==> src/rtl/fsm_event_pkg.sv <==
// Shared event codes and sequencer state encodings for the sleep/wake FSM
// and its upstream event sequencer.
package fsm_event_pkg;

   localparam int INPUT_SIZE = 3;

   localparam logic [2:0] I_NONE         = 3'b000;
   localparam logic [2:0] I_GETTIRED     = 3'b001;
   localparam logic [2:0] I_GETVERYTIRED = 3'b010;
   localparam logic [2:0] I_TRANQUILIZER = 3'b011;
   localparam logic [2:0] I_TIMEFORCLASS = 3'b100;
   localparam logic [2:0] I_LOUDNOISE    = 3'b101;
   localparam logic [2:0] I_ALARMCLOCK   = 3'b110;
   localparam logic [2:0] I_COLDWATER    = 3'b111;

   // Lines at or above this index are wake-up events.
   localparam int WAKE_LO = 3;

   typedef enum logic [1:0] {
      S_IDLE  = 2'd0,
      S_ISSUE = 2'd1,
      S_GAP   = 2'd2
   } seq_state_e;

endpackage

==> src/rtl/fsm_event_prio_enc.sv <==
// Pending-to-grant encoder: any wake-up line beats every sleep line,
// and the highest index wins inside a group.
module fsm_event_prio_enc #(
   parameter int NUM_EVENTS = 7,
   parameter int INPUT_SIZE = 3
) (
   input  logic [NUM_EVENTS-1:0] pend_i,
   output logic [NUM_EVENTS-1:0] grant_o,
   output logic [INPUT_SIZE-1:0] code_o,
   output logic                  valid_o
);
   import fsm_event_pkg::*;

   logic [NUM_EVENTS-1:0] wake;
   logic [NUM_EVENTS-1:0] sleep;

   always_comb begin
      wake  = '0;
      sleep = '0;
      for (int i = 0; i < NUM_EVENTS; i++) begin
         if (i >= WAKE_LO) begin
            wake[i] = pend_i[i];
         end else begin
            sleep[i] = pend_i[i];
         end
      end
   end

   // Ascending scan: the last hit is the highest index.
   always_comb begin
      grant_o = '0;
      code_o  = '0;
      if (|wake) begin
         for (int i = 0; i < NUM_EVENTS; i++) begin
            if (wake[i]) begin
               grant_o    = '0;
               grant_o[i] = 1'b1;
               code_o     = INPUT_SIZE'(i + 1);
            end
         end
      end else begin
         for (int i = 0; i < NUM_EVENTS; i++) begin
            if (sleep[i]) begin
               grant_o    = '0;
               grant_o[i] = 1'b1;
               code_o     = INPUT_SIZE'(i + 1);
            end
         end
      end
   end

   assign valid_o = |pend_i;

endmodule

==> src/rtl/fsm_event_sequencer.sv <==
// Turns raw stimulus levels into single, spaced event codes for the FSM.
// Define FSM_EVENT_SYNC_EN to add a 2-flop synchronizer on stim_in.
module fsm_event_sequencer #(
   parameter int INPUT_SIZE  = 3,
   parameter int NUM_EVENTS  = 7,
   parameter int HOLD_CYCLES = 1,
   parameter int GAP_CYCLES  = 1,
   parameter int CNT_W       = 4
) (
   input  logic                  clk,
   input  logic                  reset,
   input  logic [NUM_EVENTS-1:0] stim_in,
   output logic [INPUT_SIZE-1:0] event_out,
   output logic                  event_valid,
   output logic [NUM_EVENTS-1:0] pending,
   output logic                  overflow,
   output logic                  busy
);
   import fsm_event_pkg::*;

   logic [NUM_EVENTS-1:0] stim_s;
   logic [NUM_EVENTS-1:0] stim_q;
   logic [NUM_EVENTS-1:0] rise;
   logic [NUM_EVENTS-1:0] pend_q, pend_d;
   logic [NUM_EVENTS-1:0] grant;
   logic [NUM_EVENTS-1:0] clr;
   logic [INPUT_SIZE-1:0] code;
   logic [INPUT_SIZE-1:0] ev_q, ev_d;
   logic                  valid_q, valid_d;
   logic                  busy_q, busy_d;
   logic                  ovf_q, ovf_d;
   logic                  req_any;
   logic                  cnt_zero;
   logic [CNT_W-1:0]      cnt_q, cnt_d;
   seq_state_e            state_q, state_d;

`ifdef FSM_EVENT_SYNC_EN
   logic [NUM_EVENTS-1:0] sync1_q;
   logic [NUM_EVENTS-1:0] sync2_q;

   always_ff @(posedge clk or posedge reset) begin
      if (reset) begin
         sync1_q <= '0;
         sync2_q <= '0;
      end else begin
         sync1_q <= stim_in;
         sync2_q <= sync1_q;
      end
   end

   assign stim_s = sync2_q;
`else
   assign stim_s = stim_in;
`endif

   fsm_event_prio_enc #(
      .NUM_EVENTS (NUM_EVENTS),
      .INPUT_SIZE (INPUT_SIZE)
   ) u_prio (
      .pend_i  (pend_q),
      .grant_o (grant),
      .code_o  (code),
      .valid_o (req_any)
   );

   assign cnt_zero = (cnt_q == '0);

   // A rise on a bit being granted keeps it set and is not an overflow.
   always_comb begin
      rise   = stim_s & ~stim_q;
      pend_d = (pend_q & ~clr) | rise;
      ovf_d  = ovf_q | (|(rise & pend_q & ~clr));
   end

   always_ff @(posedge clk or posedge reset) begin
      if (reset) begin
         state_q <= S_IDLE;
         cnt_q   <= '0;
         stim_q  <= '0;
         pend_q  <= '0;
         ovf_q   <= 1'b0;
         ev_q    <= '0;
         valid_q <= 1'b0;
         busy_q  <= 1'b0;
      end else begin
         state_q <= state_d;
         cnt_q   <= cnt_d;
         stim_q  <= stim_s;
         pend_q  <= pend_d;
         ovf_q   <= ovf_d;
         ev_q    <= ev_d;
         valid_q <= valid_d;
         busy_q  <= busy_d;
      end
   end

   always_comb begin
      state_d = state_q;
      cnt_d   = cnt_q;
      case (state_q)
         S_IDLE: begin
            if (req_any) begin
               state_d = S_ISSUE;
               cnt_d   = CNT_W'(HOLD_CYCLES - 1);
            end
         end
         S_ISSUE: begin
            if (!cnt_zero) begin
               cnt_d = cnt_q - 1'b1;
            end else if (GAP_CYCLES > 0) begin
               state_d = S_GAP;
               cnt_d   = CNT_W'(GAP_CYCLES - 1);
            end else if (req_any) begin
               state_d = S_ISSUE;
               cnt_d   = CNT_W'(HOLD_CYCLES - 1);
            end else begin
               state_d = S_IDLE;
            end
         end
         S_GAP: begin
            if (!cnt_zero) begin
               cnt_d = cnt_q - 1'b1;
            end else begin
               state_d = S_IDLE;
            end
         end
         default: begin
            state_d = S_IDLE;
            cnt_d   = '0;
         end
      endcase
   end

   always_comb begin
      clr     = '0;
      ev_d    = ev_q;
      valid_d = valid_q;
      busy_d  = busy_q;
      case (state_q)
         S_IDLE: begin
            if (req_any) begin
               clr     = grant;
               ev_d    = code;
               valid_d = 1'b1;
               busy_d  = 1'b1;
            end else begin
               ev_d    = '0;
               valid_d = 1'b0;
               busy_d  = 1'b0;
            end
         end
         S_ISSUE: begin
            if (!cnt_zero) begin
               ev_d = ev_q;
            end else if (GAP_CYCLES > 0) begin
               ev_d    = '0;
               valid_d = 1'b0;
            end else if (req_any) begin
               clr     = grant;
               ev_d    = code;
               valid_d = 1'b1;
               busy_d  = 1'b1;
            end else begin
               ev_d    = '0;
               valid_d = 1'b0;
               busy_d  = 1'b0;
            end
         end
         S_GAP: begin
            ev_d    = '0;
            valid_d = 1'b0;
            if (cnt_zero) begin
               busy_d = 1'b0;
            end
         end
         default: begin
            ev_d    = '0;
            valid_d = 1'b0;
            busy_d  = 1'b0;
         end
      endcase
   end

   assign event_out   = ev_q;
   assign event_valid = valid_q;
   assign pending     = pend_q;
   assign overflow    = ovf_q;
   assign busy        = busy_q;

endmodule

==> config.mk <==
export PLATFORM = sky130hd
export DESIGN_NAME = fsm_event_sequencer
export DESIGN_NICKNAME = d
export VERILOG_FILES = /design/src/rtl/fsm_event_pkg.sv /design/src/rtl/fsm_event_prio_enc.sv /design/src/rtl/fsm_event_sequencer.sv
export SDC_FILE = /design/constraint.sdc
export NUM_CORES = 1
export LEC_CHECK = 0
export BUFFER_PORTS_ARGS = -buffer_cell sky130_fd_sc_hd__buf_2
export CAP_MARGIN = 20
export CORE_MARGIN = 5
export CORE_UTILIZATION = 49
export CTS_CLUSTER_DIAMETER = 200
export DETAILED_ROUTE_END_ITERATION = 10
export PLACE_DENSITY = 0.74
export SLEW_MARGIN = 20
export SYNTH_ARGS = -nofsm -noshare
export SYNTH_HDL_FRONTEND = slang
export SYNTH_HIERARCHICAL = 1
export SYNTH_SLANG_ARGS = --single-unit
==> constraint.sdc <==
create_clock -name clk -period 1.8 [get_ports clk]
set_clock_uncertainty 0.1 [all_clocks]
set_input_delay 0.54 -clock clk [delete_from_list [all_inputs] [get_ports clk]]
set_output_delay 0.54 -clock clk [all_outputs]
set_load 0.03 [all_outputs]
# ---- After elaboration in Yosys (flattened, before gate mapping)
# Index checks and enable logic that the tools add are counted.
dict set report op_classes {
  bitwise_logic 9
  n_addsub 1
  reduce_logical 8
  mux 33
  eq_ne 6
}
# cell count
set ops {}
lappend ops {{2-to-1 mux 7 bit} 6}
lappend ops {{AND 7 bit} 4}
lappend ops {{2-to-1 mux 3 bit} 8}
lappend ops {{2-to-1 mux 4 bit} 4}
lappend ops {{inverter 7 bit} 2}
lappend ops {{OR reduction 7 bit} 2}
lappend ops {{2-to-1 mux 2 bit} 6}
lappend ops {{one-hot mux 4 bit (3 select lines)} 1}
lappend ops {{inequality test 2 bit (second input constant)} 4}
lappend ops {{OR 7 bit} 1}
lappend ops {{one-hot mux 2 bit (3 select lines)} 1}
lappend ops {{one-hot mux 3 bit (2 select lines)} 1}
lappend ops {{logical NOT 4 bit} 1}
lappend ops {{2-to-1 mux 1 bit} 4}
lappend ops {{AND reduction 2 bit} 2}
lappend ops {{OR reduction 4 bit} 1}
lappend ops {{subtractor 4 x 1 -> 4 bit (second input constant)} 1}
lappend ops {{one-hot mux 1 bit (3 select lines)} 1}
lappend ops {{AND reduction 3 bit} 1}
lappend ops {{== test 2 x 1 -> 1 bit (second input constant)} 1}
lappend ops {{== test 2 bit (second input constant)} 1}
lappend ops {{logical NOT 2 bit} 1}
lappend ops {{one-hot mux 1 bit (2 select lines)} 1}
lappend ops {{inverter 1 bit} 1}
lappend ops {{OR 1 bit} 1}
dict set report totals {
  wordCells 65
  out_inout_bits 13
  inputBits 9
  regBits 26
}

# ---- Depth between registers and ports, before layout
# Gate-level depths: netlist (run 1).
dict set report logic_depth {
  depth_word 11
  ltp_mapped 7
  mapped_depth_nobuf 7
}

# ---- Cells and area by module
# The synthesis (run 1) kept the hierarchy.
# module cells_per_inst n_inst seq_area_each_um2 area_per_inst_um2
set by_module_without_submodules {}
lappend by_module_without_submodules {fsm_event_sequencer 110 1 650.6 1144.8}
lappend by_module_without_submodules {fsm_event_prio_enc 18 1 0.0 118.9}

# ---- Worst setup path before layout (run 1)
# No wires, ideal clock.
dict set report synth_path {
  path_kind {reg2reg}
  startpoint {register pend_q[6], in the netlist pending[6]}
  endpoint {register ovf_q, in the netlist overflow}
  path_slack_ns -0.329
  setup_ns 0.139
  synth_period_minus_slack_ns 2.129
  stages_incl_launch_ff 8
  n_path_buf 1
  t_arrival_ns 1.890
  required_time_ns 1.561
  cell_sequence {dfrtp_1 -> nor4_4 -> nand3b_1 -> buf_6 -> and2_4 -> nand2_2 -> a41o_1 -> or4_4}
}
dict set report synth_via {
  elab_cells_between_ends 11
  cone_classes {mux (4); bitwise (4); reduce/logical (3)}
}
# element line_no
set synth_lines {}
lappend synth_lines {{start: declaration} fsm_event_sequencer.sv:24} ;# logic [NUM_EVENTS-1:0] pend_q, pend_d;
lappend synth_lines {{start signal: assignment} fsm_event_sequencer.sv:89} ;# pend_q <= pend_d;
lappend synth_lines {{OR reduction 7 bit} fsm_event_prio_enc.sv:52} ;# assign valid_o = |pend_i;
lappend synth_lines {{via req_any} fsm_event_sequencer.sv:32} ;# logic req_any;
lappend synth_lines {{2-to-1 mux 7 bit} fsm_event_sequencer.sv:141} ;# if (req_any) begin
lappend synth_lines {{2-to-1 mux 7 bit} -}
lappend synth_lines {{inverter 7 bit} fsm_event_sequencer.sv:72} ;# ovf_d = ovf_q | (|(rise & pend_q & ~clr));
lappend synth_lines {{AND 7 bit} fsm_event_sequencer.sv:72}
lappend synth_lines {{OR reduction 7 bit} fsm_event_sequencer.sv:72}
lappend synth_lines {{OR 1 bit} fsm_event_sequencer.sv:72}
lappend synth_lines {{via ovf_d} fsm_event_sequencer.sv:31} ;# logic ovf_q, ovf_d;
lappend synth_lines {{end signal: assignment} fsm_event_sequencer.sv:90} ;# ovf_q <= ovf_d;
lappend synth_lines {{end: declaration} fsm_event_sequencer.sv:31}
# The timed path passes the listed nets, and every way through them passes these cells.
# A chain may end at the register's enable or synchronous reset.

# ---- Worst setup path after layout (run 1)
dict set report layout_path {
  startpoint {register pend_q[4], in the netlist pending[4]}
  endpoint {register ovf_q, in the netlist overflow}
}
dict set report layout_via {
  elab_chain_len 10
  elab_cells_between_ends 13
  cone_classes {mux (6); bitwise (4); reduce/logical (3)}
}
# element line_no
set layout_lines {}
lappend layout_lines {{2-to-1 mux 7 bit (3 in a row)} fsm_event_prio_enc.sv:35} ;# if (wake[i]) begin
lappend layout_lines {{2-to-1 mux 7 bit (*)} fsm_event_prio_enc.sv:33} ;# if (|wake) begin
lappend layout_lines {{via grant[3]} fsm_event_sequencer.sv:25} ;# logic [NUM_EVENTS-1:0] grant;
lappend layout_lines {{2-to-1 mux 7 bit (*)} fsm_event_sequencer.sv:141}
lappend layout_lines {{2-to-1 mux 7 bit (*)} -}
lappend layout_lines {{inverter 7 bit (*)} fsm_event_sequencer.sv:72}
lappend layout_lines {{AND 7 bit (*)} fsm_event_sequencer.sv:72}
lappend layout_lines {{OR reduction 7 bit (*)} fsm_event_sequencer.sv:72}
lappend layout_lines {{OR 1 bit (*)} fsm_event_sequencer.sv:72}
lappend layout_lines {{via ovf_d} fsm_event_sequencer.sv:31}
# The timed path passes the listed nets; every way through them passes the cells marked *.

==> impl_results.md, run 1 <==
- P_sw: 0.2688 mW
- PortBufs: 21
- Sequential Power Share: 0.594
- Initial drt markers: 67
- Leakage: 0.7379 nW
- Worst r2r path cells: 6
- CTS buffer count: 3
- Hold Crit Class: in2async
- Initial Util: 0.5101
- Crit path largest cell delay: 530 ps
- Max Cap Viol: 0
- CP Depth: 6
- WL per Instance: 13.36 um
- Via Count: 1043
- Multi-input logic area: 588.1 um2
- Total power: 1.047 mW
- Largest fanout on the critical path: 6
- Reg2reg end: overflow
- Avg Inst Size Synth: 9.873 um2
- Reg2reg start: pending[4]
- Fin Setup TNS: -319.0 ps
- Placed Cells: 193
- I/O pin cnt: 22
- CP max stage cell: or4_4
- Crit share post-route: 1.092
- FP Rows: 18
- Worst slew pin tran: 464.2 ps
- CTS Buffer Depth: 2
- Gr usage total: 0.1638
- Die area: 3695 um2
- Endpoints failing setup: 4
- Residual DRC: 0
- Latest clock arrival within the worst-skew pair: 310 ps
- Layout area overhead: 28.81%
- Clock period minus worst slack: 1965 ps
- Crit. End Element: register
- Hold Fails Final Rpt: 0
- Register area share after synthesis: 0.5149
- Total routed wirelength: 2.658 mm
- CP startpoint: pending[4]
- Synth Register Bits: 26
- GPL Wtd Cong: 0.8038
- Worst path bufs/invs: 1
- Largest net degree at the start of global routing: 27
- Final instance area: 1628 um2
- CTS tree: built
- Clk pin slew, worst setup/hold paths: 140 ps
- Register area: 658.1 um2
- WP data arrival: 2070 ps
- Logic gate share of total power: 0.127
- Failing checks: negative setup slack
- Layout cells sized above 1: 0.4438
- Post-route ant nets: 0
- Final global-route overflow total: 0
- CP Data Required Time: 1900 ps
- Final Util: 0.6571
- Clock root buffer: clkbuf_4
- H-tree depth: 1
- Non-filler cells, final: 199
- Worst setup SP type: register
- Initial antenna violation count: 0
- Fillers: 217
- Family with the most delay on the worst path: simple AND/OR/NAND/NOR gates
- Worst rel slew slack: 0.6873
- Status: complete, but fails checks
- RSZ-0062 raised after global routing: true
- Core footprint: 2477 um2
- Synthesized cell area: 1264 um2
- Clk sinks: 26
- Number of antenna diodes: 0
- Post-synth cell types: 36
- Hold WS: 140.2 ps
- Die X: 60.79 um
- First-pass GRT wire length: 4.512 mm
- DIE HEIGHT: 60.79 um
- Vias in the first global route: 1070
- Crit-path cells: buf_4 -> nor4b_1 -> nand3_1 -> nand2_1 -> o22ai_1 -> or4_4
- R2R setup slack: -170 ps
- Internal Power: 0.7778 mW
- Pre-CTS setup slack: -120.3 ps
- FMAX: 0.5089 GHz
- Ys Warns: 6
- CP Class: reg2reg
- Cells after Synth: 128
- Setup ws final: -165.1 ps
- Switching part of the total: 0.2568
- Post-Synthesis Net Count: 141
- VDD IR max: 0.0005665 V
- Vias/cell: 5.241
- Pwr dens: 643.0 nW/um2
- Max-slew violations: 0
- Post-DP HPWL: 2.023 mm
- Drt first pass iters: 4
- Clock network power share: 0.279
- Nets: 183
- Post-DP Area: 1518 um2
[worst max path at each step]
stage	slack, ps	end
2_1_floorplan	-150	overflow
3_3_place_gp	-80	overflow
3_5_place_dp	-120	overflow
4_1_cts	-140	overflow
5_1_grt	-250	overflow
6_report	-170	overflow
[synthesized netlist by cell type]
master	count	area [um2]
nor4_4	1	21.27
nand2b_1	5	31.28
dfrtp_1	26	650.6
a32o_1	1	10.01
nor3b_1	1	7.510
mux2_2	2	22.52
mux2i_1	1	10.01
buf_6	2	22.52
and2_2	1	7.510
nor4b_1	1	8.760
o22ai_1	2	12.51
o31ai_1	1	7.510
inv_1	12	45.04
a21oi_1	8	40.04
a41o_1	1	10.01
nand2_2	1	6.260
nor2b_1	3	18.77
and2_1	1	6.260
and3_2	1	7.510
nand3_1	6	30.03
or4_4	1	11.26
nor3_1	1	5.000
nor2_1	4	15.01
ha_1	4	50.05
o21ai_0	11	55.05
inv_2	1	3.750
nand3b_1	1	7.510
o32ai_1	2	17.52
nor3_2	1	10.01
o21ai_1	1	5.000
clkbuf_1	1	3.750
buf_2	1	5.000
or2b_1	1	7.510
nand2_1	19	71.32
and2_4	1	8.760
or3b_4	1	11.26
[routing by layer]
| metal | vias to the layer above | GRT usage | share of wire |
|---|---|---|---|
| met5 | - | 0 | 0 |
| met4 | 0 | 0.05263 | 0.0060 |
| met2 | 23 | 0.2977 | 0.53 |
| met1 | 502 | 0.1901 | 0.41 |
| met3 | 2 | 0.03617 | 0.053 |
| li1 | 516 | - | - |
[layout by cell type, fill, tap and decap left out, types with 2 or more instances in the layout]
cell type and n:
buf_4 19, nand2_1 15, dfrtp_2 6, nand3_1 6, inv_1 12, o22ai_1 2
o21ai_1 4, o21ai_2 3, nor2b_1 2, nand2_2 4, clkbuf_4 3, dfrtp_1 20
a21oi_1 5, buf_2 21, a21oi_2 3, ha_1 4, o32ai_1 2, o21ai_0 5
nor2_1 3, nand2b_1 5
[flip-flops by register name, indices dropped and copies added, names as in the netlist]
| signal | count |
|---|---|
| state_q | 2 |
| overflow | 1 |
| event_out | 3 |
| stim_q | 7 |
| pending | 7 |
| cnt_q | 4 |
| event_valid | 1 |
| busy | 1 |
[cell type report]
class | count | area share
Clock buffer | 4 | 0.02229
Inverter | 13 | 0.02998
Multi-Input combinational cell | 85 | 0.3613
Sequential cell | 26 | 0.4043
Tap cell | 30 | 0.02306
Timing Repair Buffer | 41 | 0.1591
[power groups by stage]
stage               Clock [mW]  Sequential [mW]  Combinational (mW)
global placement             0            0.633               0.125
finish                   0.292            0.622               0.133
global route             0.321            0.625               0.147
CTS                      0.300            0.623               0.128
detailed placement           0            0.634               0.127
floorplan                    0            0.666              0.0415
[cells by family after synthesis]
| family | Yosys count | share of synthesized area |
|---|---|---|
| AOI/OAI and AO/OA | 27 | 0.1248 |
| adders and majority gates | 4 | 0.03961 |
| buffers and inverters | 17 | 0.06335 |
| DFF | 26 | 0.5148 |
| muxes | 3 | 0.02574 |
| and+or+nand+nor | 51 | 0.2317 |
[worst reg2reg max path, cell delays in order (launching register included)]
cell	delay, ps
dfrtp_2	450
buf_4	160
nor4b_1	320
nand3_1	120
nand2_1	100
o22ai_1	80
or4_4	530
[repair_timing]
| item | 4_1_cts | 5_1_grt |
|---|---|---|
| resized for setup | 4 | 19 |
| setup endpoints to repair | 7 | 12 |
| buffers inserted | 0 | 2 |
| pin swaps | 3 | 6 |
| hold buffers | 0 | 0 |
| cloned | 0 | 0 |
No activity file was read; power rests on OpenSTA's default activity.
==> run 2, diff against run 1 <==
- PLACE_DENSITY: 0.74 -> 0.84
==> run 2 against run 1 <==
Against the previous run: the run still ends with negative setup slack left; global-route usage increased by 0.26 points; design area increased by 1.0%; hold slack got worse by 11 ps; sequential power about the same.
==> impl_results.md, run 2 (synthesized netlist as in run 1, its figures left out) <==
- CP Class: reg2reg
- Clock period minus worst slack: 1947 ps
- Endpoints failing setup: 6
- Layout area overhead: 30.10%
- CP Data Required Time: 1910 ps
- Non-filler cells, final: 199
- Post-DP HPWL: 2.074 mm
- Status: complete, but fails checks
- Max-slew violations: 0
- WL per Instance: 13.66 um
- Clock root buffer: clkbuf_4
- WP data arrival: 2060 ps
- Via Count: 1063
- Post-route ant nets: 0
- First-pass GRT wire length: 4.567 mm
- Worst path bufs/invs: 0
- Leakage: 0.7402 nW
- PortBufs: 21
- Initial drt markers: 35
- DIE HEIGHT: 60.79 um
- Sequential Power Share: 0.534
- Commonest non-fill, non-tap cell in the layout: dfrtp_1
- RSZ-0062 raised after global routing: true
- Reg2reg start: pending[3]
- CTS tree: built
- Die area: 3695 um2
- Final Util: 0.6636
- Most frequent cells in the layout: 20 x dfrtp_1, 19 x buf_4, 18 x nand2_1, 18 x buf_2, 12 x inv_1
- Die X: 60.79 um
- Residual DRC: 0
- Multi-input logic area: 569.3 um2
- Setup ws final: -147.1 ps
- R2R setup slack: -150 ps
- Clock network power share: 0.340
- Worst slew pin tran: 330.8 ps
- Number of antenna diodes: 0
- CTS buffer count: 3
- Drt first pass iters: 4
- Internal Power: 0.8894 mW
- Core footprint: 2477 um2
- FMAX: 0.5136 GHz
- Hold Crit Class: in2async
- Max Cap Viol: 0
- Vias in the first global route: 1100
- Crit. End Element: register
- Post-CTS Hold Fix Bufs: 0
- Reg2reg end: overflow
- GPL Wtd Cong: 0.7854
- Crit-path cells: nor4_4 -> and3_2 -> nand3_1 -> nand2_1 -> o32ai_1 -> or4_4
- FP Rows: 18
- CTS Buffer Depth: 2
- Largest fanout on the critical path: 4
- Family with the most delay on the worst path: simple AND/OR/NAND/NOR gates
- P_sw: 0.2762 mW
- Largest net degree at the start of global routing: 27
- Switching part of the total: 0.2370
- Worst r2r path cells: 6
- Pwr dens: 709.0 nW/um2
- Final global-route overflow total: 0
- Logic gate share of total power: 0.125
- Total routed wirelength: 2.719 mm
- Worst setup SP type: register
- Initial antenna violation count: 0
- Nets: 183
- Placed Cells: 193
- I/O pin cnt: 22
- H-tree depth: 1
- Register area: 658.1 um2
- Latest clock arrival within the worst-skew pair: 320 ps
- Clk pin slew, worst setup/hold paths: 130 ps
- Crit share post-route: 1.082
- VDD IR max: 0.0005380 V
- Fillers: 212
- Worst rel slew slack: 0.7795
- CP max stage cell: or4_4
- Clk sinks: 26
- Failing checks: negative setup slack
- Layout cells sized above 1: 0.4142
- Crit path largest cell delay: 470 ps
- Gr usage total: 0.1664
- Vias/cell: 5.342
- Total power: 1.166 mW
- Hold Fails Final Rpt: 0
- Initial Util: 0.5101
-- run 2: metal layers --
| layer | track usage | routed length [um] | up-vias |
|---|---|---|---|
| met2 | 0.2916 | 1412 | 22 |
| met5 | 0 | 0 | - |
| met1 | 0.1765 | 1099 | 516 |
| met3 | 0.05957 | 140 | 9 |
| met4 | 0.08050 | 66 | 0 |
| li1 | - | - | 516 |
-- run 2: worst reg2reg max path, delay by kind of cell, from the launching register on --
kind,cells,cell delay (ps)
simple gates,5,1210
compound gates,1,70
flops,1,450
-- run 2: per-stage QoR --
step	instance area [um2]	hold slack, ps	setup TNS, ps	setup WS, ps
after floorplan	1271	331.4	-146.8	-146.8
after global placement	1518	345.8	-93.23	-76.64
after detailed placement	1518	371.9	-218.9	-146.6
after CTS	1588	135.7	-347.5	-133.1
after global routing	1644	153.2	-1334	-255.6
final	1644	129.4	-473.0	-147.1
-- run 2: repair_timing --
item                       4_1_cts  5_1_grt
resized for setup                2       20
pin swaps                        2        3
setup endpoints to repair        8       13
setup buffers                    1        1
-- run 2: power groups by stage --
stage               sequential, mW  combinational, mW  clock (mW)
CTS                          0.622              0.134       0.412
finish                       0.623              0.146       0.397
global route                 0.626              0.161       0.436
detailed placement           0.635              0.127           0
global placement             0.633              0.124           0
floorplan                    0.666             0.0415           0
-- run 2: how the worst max path moves through the flow --
stage	from	endpoint	slack, ps	cells past startpoint
after CTS	pending[3]	overflow	-130	6
after detailed placement	pending[4]	overflow	-150	6
final	pending[3]	overflow	-150	6
after global routing	pending[3]	overflow	-260	6
after global placement	pending[3]	overflow	-80	6
after floorplan	pending[3]	overflow	-150	6
-- run 2: layout make-up --
cell class	instances	share of cell area
inverters	13	0.02968
flip-flops and latches	26	0.4003
clock buffers	3	0.01370
well taps	30	0.02283
repair buffers	41	0.1689
multi-input cells	85	0.3463
clock inverters	1	0.01826
